[config.mk]
export PLATFORM = sky130hd
export DESIGN_NAME = wb_rr_arbiter
export DESIGN_NICKNAME = d
export VERILOG_FILES = /design/src/rtl/wb_rr_arbiter.sv
export SDC_FILE = /design/constraint.sdc
export NUM_CORES = 1
export LEC_CHECK = 0
export BUFFER_PORTS_ARGS = -buffer_cell sky130_fd_sc_hd__buf_2
export CAP_MARGIN = 0
export CORE_AREA = 2 2 120 122
export DETAILED_ROUTE_END_ITERATION = 7
export DIE_AREA = 0 0 122 124
export GPL_TIMING_DRIVEN = 0
export SETUP_SLACK_MARGIN = 0.2
export SYNTH_ARGS = -nofsm -noshare
export SYNTH_HDL_FRONTEND = slang
export SYNTH_SLANG_ARGS = --single-unit
[constraint.sdc]
create_clock -name clk -period 2.95 [get_ports clk]
set_input_delay 0.59 -clock clk [delete_from_list [all_inputs] [get_ports clk]]
set_output_delay 0.59 -clock clk [all_outputs]
set_load 0.01 [all_outputs]
[src/rtl/wb_rr_arbiter.sv]
// Two-master round-robin arbiter in front of one pipelined Wishbone slave.
// The grant is held for a whole bus cycle, and acks are steered back to the master that issued them.
module wb_rr_arbiter #(
    parameter int ADDR_W  = 32,
    parameter int DATA_W  = 32,
    parameter int MAX_OUT = 4
) (
    input  logic              clk,
    input  logic              resetn,
    input  logic              i_m0_cyc,
    input  logic              i_m0_stb,
    input  logic              i_m0_we,
    input  logic [ADDR_W-1:0] i_m0_addr,
    input  logic [DATA_W-1:0] i_m0_data,
    output logic              o_m0_ack,
    output logic              o_m0_stall,
    output logic [DATA_W-1:0] o_m0_data,
    input  logic              i_m1_cyc,
    input  logic              i_m1_stb,
    input  logic              i_m1_we,
    input  logic [ADDR_W-1:0] i_m1_addr,
    input  logic [DATA_W-1:0] i_m1_data,
    output logic              o_m1_ack,
    output logic              o_m1_stall,
    output logic [DATA_W-1:0] o_m1_data,
    output logic              o_wb_cyc,
    output logic              o_wb_stb,
    output logic              o_wb_we,
    output logic [ADDR_W-1:0] o_wb_addr,
    output logic [DATA_W-1:0] o_wb_data,
    input  logic              i_wb_ack,
    input  logic              i_wb_stall,
    input  logic [DATA_W-1:0] i_wb_data,
    output logic [1:0]        o_grant,
    output logic              o_proto_err
);
    localparam int               CNT_W   = $clog2(MAX_OUT + 1);
    localparam logic [CNT_W-1:0] CNT_MAX = CNT_W'(MAX_OUT);

    typedef enum logic [1:0] {IDLE, GNT0, GNT1, DRAIN} state_t;

    state_t           state_q;
    logic             last_q;
    logic [CNT_W-1:0] out_cnt_q;
    logic [CNT_W-1:0] out_cnt_d;
    logic             drain_id_q;
    logic             proto_err_q;
    logic             full;
    logic             sel1;
    logic             inc;
    logic             dec;

    assign full = (out_cnt_q == CNT_MAX);
    // While draining, the aborted master keeps steering the (unstrobed) slave lines.
    assign sel1 = (state_q == GNT1) || ((state_q == DRAIN) && drain_id_q);

    always_comb begin
        o_wb_cyc   = (state_q != IDLE);
        o_wb_stb   = 1'b0;
        o_wb_we    = sel1 ? i_m1_we   : i_m0_we;
        o_wb_addr  = sel1 ? i_m1_addr : i_m0_addr;
        o_wb_data  = sel1 ? i_m1_data : i_m0_data;
        o_m0_ack   = 1'b0;
        o_m1_ack   = 1'b0;
        o_m0_stall = 1'b1;
        o_m1_stall = 1'b1;
        o_grant    = 2'b00;
        case (state_q)
            GNT0: begin
                o_wb_stb   = i_m0_stb & ~full;
                o_m0_stall = i_wb_stall | full;
                o_m0_ack   = i_wb_ack;
                o_grant    = 2'b01;
            end
            GNT1: begin
                o_wb_stb   = i_m1_stb & ~full;
                o_m1_stall = i_wb_stall | full;
                o_m1_ack   = i_wb_ack;
                o_grant    = 2'b10;
            end
            default: ;
        endcase
    end

    assign o_m0_data   = i_wb_data;
    assign o_m1_data   = i_wb_data;
    assign o_proto_err = proto_err_q;

    // An ack with nothing outstanding never drives the count below zero.
    assign inc = o_wb_stb & ~i_wb_stall;
    assign dec = i_wb_ack & (out_cnt_q != '0);

    always_comb begin
        out_cnt_d = out_cnt_q;
        if (inc && !dec) begin
            out_cnt_d = out_cnt_q + 1'b1;
        end else if (!inc && dec) begin
            out_cnt_d = out_cnt_q - 1'b1;
        end
    end

    always_ff @(posedge clk or negedge resetn) begin
        if (!resetn) begin
            state_q     <= IDLE;
            last_q      <= 1'b1;
            out_cnt_q   <= '0;
            drain_id_q  <= 1'b0;
            proto_err_q <= 1'b0;
        end else begin
            out_cnt_q <= out_cnt_d;
            if (i_wb_ack && (out_cnt_q == '0)) begin
                proto_err_q <= 1'b1;
            end
            case (state_q)
                IDLE: begin
                    if (i_m0_cyc && (!i_m1_cyc || last_q)) begin
                        state_q <= GNT0;
                        last_q  <= 1'b0;
                    end else if (i_m1_cyc) begin
                        state_q <= GNT1;
                        last_q  <= 1'b1;
                    end
                end
                GNT0: begin
                    if (!i_m0_cyc) begin
                        state_q    <= (out_cnt_d == '0) ? IDLE : DRAIN;
                        drain_id_q <= 1'b0;
                    end
                end
                GNT1: begin
                    if (!i_m1_cyc) begin
                        state_q    <= (out_cnt_d == '0) ? IDLE : DRAIN;
                        drain_id_q <= 1'b1;
                    end
                end
                DRAIN: begin
                    if (out_cnt_d == '0) begin
                        state_q <= IDLE;
                    end
                end
                default: state_q <= IDLE;
            endcase
        end
    end
endmodule

# Word-level counts from Yosys, hierarchy flattened
# Cells that the tools add are included.
# word_totals
regBits	8
latch_bits	0
mem_bits_rw	0
romBits	0
inputBits	170
output_inout_bits	138
memories	0
# op_classes
add_sub_neg	2
mul	0
div_mod_pow	0
n_lt_le_gt_ge	0
n_eq_ne	8
n_shift	0
muxes	23
bitwise	7
reduce_logical	20
# ops
operator	n
$mux W32	2
$mux W2	6
$mux W1	9
$pmux W2 S4	1
$logic_not A3 Y1	2
$mux W3	2
$reduce_bool A2 Y1	3
$logic_and A1 B1 Y1	5
$and A1 B1 Y1	4
$eq A2 B2 Y1 const B	2
$ne A2 B2 Y1 const B	2
$pmux W1 S2	2
$pmux W2 S2	1
$reduce_and A4 Y1	1
$add A3 B1 Y3 const B	1
$eq A3 B3 Y1 const B	1
$logic_not A1 Y1	3
$ne A3 B3 Y1 const B	1
$reduce_and A3 Y1	1
$reduce_bool A3 Y1	1
$sub A3 B1 Y3 const B	1
$eq A2 B1 Y1 const B	1
$logic_not A2 Y1	1
$logic_or A1 B1 Y1	2
4 further kinds	5

# Logic depth before layout (Yosys ltp)
# logic_depth
ltp_word	13
depth_mapped	8
depth_no_buf	8

# Least setup slack after synthesis
# No wires, ideal clock.
# synth_path
path_kind	reg-to-output
from	register state_q[0]
to	output port o_wb_addr[10]
arrival_ns	1.838
path_slack_ns	0.522
path_stages_with_launch	7
path_buffers	2
path_cell_list	dfrtp_1 -> inv_1 -> ha_1 -> a21oi_1 -> clkbuf_1 -> buf_2 -> mux2_2
# synth_between
elab_chain_cells	4
# synth_rtl
element	line	source
start, declared	42	state_t state_q;
start signal, assigned	126	state_q <= (out_cnt_d == '0) ? IDLE : DRAIN;
start signal, assigned	132	state_q <= (out_cnt_d == '0) ? IDLE : DRAIN;
$eq A2 B2 Y1	55	assign sel1 = (state_q == GNT1) || ((state_q == DRAIN) && drain_id_q);
$logic_and A1 B1 Y1	55	
$logic_or A1 B1 Y1 (*)	55	
$mux W32 (*)	61	o_wb_addr = sel1 ? i_m1_addr : i_m0_addr;
end, declared	29	output logic [ADDR_W-1:0] o_wb_addr,
# Mark *: on every way between the ends. The rest lies on a longest branch, timed or not.

# Worst setup path in the final report
# layout_path
from	register state_q[0]
to	output port o_wb_data[25]
# layout_between
elab_chain_cells	4
# layout_rtl
element	line	source
$eq A2 B2 Y1	55	
$logic_and A1 B1 Y1	55	
$logic_or A1 B1 Y1 (*)	55	
$mux W32 (*)	62	o_wb_data = sel1 ? i_m1_data : i_m0_data;
end, declared	30	output logic [DATA_W-1:0] o_wb_data,
# Marks and branches as above.

==> metrics.csv <==
stage,metric,value,unit
global_routing,grt_pass1_wl,11.3,mm
synthesis,syn_avg_cell_area,9.30,sq um
synthesis,synth_ff_type,dfrtp_1,
outcome,status,completed,
global_routing,grt_max_degree,11,
pwr,clkPwrFrac,0.084,
routing,routed_wl,8.99,mm
global_routing,antenna_found_initial,0,
synthesis,synth_edf_count,0,
sta,post-route-period-util,0.881,
die,fp.coreArea,13700,sq um
sta,rsz0062_at_grt,false,
clock_tree,clk_latency,0.23,ns
pwr,powerDensity,775,nW/um^2
final_layout,fillers,1520,
clock_tree,clockBufferDepth,2,
placed_design,port-buffer-count,275,
placed_design,dp_hpwl,8.29,mm
clock_tree,cts-htree-levels,1,
final_layout,final_common_cell,buf_2,
routing,firstDrtPassIters,4,
die,fp-row-count,43,
sta,slew_headroom,0.773,
routing,drt_iter0_drc,71,
clock_tree,cts_buffers,3,
routing,num_vias,2440,
final_layout,syn2layout_area_growth,89.8,%
synthesis,syn-cell-area,1930,sq um
pwr,power,2.85,mW
routing,ant_nets,0,
placed_design,placed_cell_area,3540,sq um
die,dieArea,15100,sq um
pwr,vdd_drop_max,0.315,mV
pwr,switching_share,0.443,
clock_tree,cts_tree,yes,
clock_tree,cts.sinks,8,
final_layout,antenna_cells,0,
synthesis,synth_cell_types,36,
clock_tree,clock-root-buffer,clkbuf_16,
global_routing,grt_usage,0.0986,
clock_tree,post-cts-setup-buffers,0,
final_layout,finish.instance_area,3670,sq um
worst_setup_path,critPathRequiredTime,2.36,ns
worst_setup_path,cp-end-kind,output port,
pwr,seqPwrFrac,0.083,
worst_setup_path,crit_fanout,10,
global_routing,overflow,0,
worst_setup_path,crit_slowest_cell,dfrtp_1,
final_layout,drive_gt1_frac,0.883,
sta,finalHoldViolations,0,
worst_setup_path,cpPeakStageDelay,0.41,ns
worst_setup_path,arrival,2.01,ns
sta,finalSetupViolations,0,
pwr,p_leak,2.05,nW
die,start_util,0.141,
worst_hold_path,hold_path_class,primary input to async pin,
final_layout,multi_input_area,1220,sq um
routing,wire_per_inst,13.5,um
die,fp.dieH,124,um
synthesis,ys_ff_latch,8,
clock_tree,ctsHoldBuffers,0,
synthesis,async_flop_share,1.00,
die,die_w,122,um
die,ios,308,
job,drv_cap,0,
pwr,power.share.combinational,0.833,
synthesis,yosysWarnings,0,
routing,drcViolationCount,0,
final_layout,finalNetCount,666,
routing,via_per_inst,3.66,
sta,min_period,2.60,ns
sta,fmaxAchievable,0.385,GHz
final_layout,layout_common_cells,"buf_2 (276), buf_4 (67), mux2_2 (66)",
worst_setup_path,start_kind,flip-flop,
worst_setup_path,worstPathCellList,"ha_1, a21oi_4, buf_8, buf_6, mux2_2, buf_2",
final_layout,finish.utilization,0.268,
pwr,p_sw,1.26,mW
worst_setup_path,r2r_cells,8,
final_layout,seqCellArea,201,sq um
sta,maxSlewViolCount,0,
worst_setup_path,crit_type,flip-flop to output port,
sta,tightest_slew,0.341,ns
synthesis,synthCells,208,
placed_design,routabilityCongestion,0.824,
clock_tree,clk_pin_slew,0.04,ns
pwr,p_int,1.59,mW
synthesis,synthesis.nets,386,
sta,fin_skew,0.000420,ns
synthesis,synth_seq_area_share,0.104,
global_routing,grt_pass1_vias,2191,
==> routing by layer <==
metal	vias to the layer above	global-route usage	wire length, um
met1	1072	0.119	3380
met3	2	0.0412	1160
li1	1210	-	-
met5	-	0	0
met4	0	0.0108	21
met2	156	0.170	4430
==> stage by stage <==
step                TNS [ns]  hold WS [ns]  std cells  worst slack, ns
global placement       -6.15         0.438        663           -0.200
global route               0         0.220        667            0.223
CTS                        0         0.207        667            0.222
detailed placement     -5.69         0.442        663           -0.187
floorplan                  0         0.294        208            0.522
finish                     0         0.202        667            0.350
==> cells in the mapped netlist, types with 2 or more instances <==
| cell type | number | area (sq um) |
|---|---|---|
| nor2_1 | 10 | 37.5 |
| buf_4 | 64 | 480 |
| and2_1 | 2 | 12.5 |
| nand2b_1 | 2 | 12.5 |
| buf_2 | 5 | 25.0 |
| a22oi_2 | 2 | 25.0 |
| mux2_2 | 66 | 743 |
| ha_1 | 8 | 100 |
| a21oi_1 | 4 | 20.0 |
| clkbuf_1 | 2 | 7.51 |
| a21o_1 | 2 | 15.0 |
| dfrtp_1 | 7 | 175 |
| inv_1 | 6 | 22.5 |
| nand2_1 | 6 | 22.5 |
==> what timing repair did <==
action / 4_1_cts / 5_1_grt
endpoints found under the setup margin: 65 / 50
gates resized for setup: 13 / 3
gates cloned: 0 / 0
==> final cells by class <==
class                   instances  share of cell area
well taps                     180              0.0613
multi-input cells             122               0.332
repair buffers                275               0.375
inverters                       6             0.00613
clock buffers                   4              0.0215
plain buffers                  72               0.150
flip-flops and latches          8              0.0549
==> critical path: cells and delay by family, from the launching register on <==
family / cells / cell delay, ns
buffers and inverters: 3 / 0.51
muxes: 1 / 0.36
AOI/OAI and AO/OA: 1 / 0.21
DFF: 1 / 0.41
adders and majority gates: 1 / 0.30
==> flip-flops by register name (all words and copies together), names as in the netlist <==
name and flops:
drain_id_q 1, last_q 1, state_q 2, out_cnt_q 3, o_proto_err 1
==> power groups by stage <==
stage	Sequential, mW	Combinational [mW]	Clock, mW
after floorplan	0.219	1.53	0
after global placement	0.228	2.30	0
after detailed placement	0.232	2.30	0
after CTS	0.234	2.40	0.242
after global routing	0.248	2.60	0.246
final	0.236	2.37	0.238
==> path summary, 6_finish.rpt <==
kind                        startpoint            end  slack [ns]
setup reg to reg            state_q[0]     state_q[0]        0.56
hold reg to reg            o_proto_err    o_proto_err        0.44
min in group clk           o_proto_err    o_proto_err        0.44
max in group asynchronous       resetn         last_q        2.50
setup / recovery            state_q[0]  o_wb_data[25]        0.35
hold / removal                  resetn   out_cnt_q[1]        0.20
==> kinds of logic after synthesis <==
group                    count (synthesis)  synth area share
AND/OR/NAND/NOR                         25            0.0627
AO/OA/AOI/OAI                           18            0.0867
flip-flops                               8             0.104
XOR/XNOR                                 2            0.0129
buffers and inverters                   78             0.279
multiplexers                            69             0.403
adder cells (fa/ha/maj)                  8            0.0517
No activity file was read; power rests on OpenSTA's default activity.
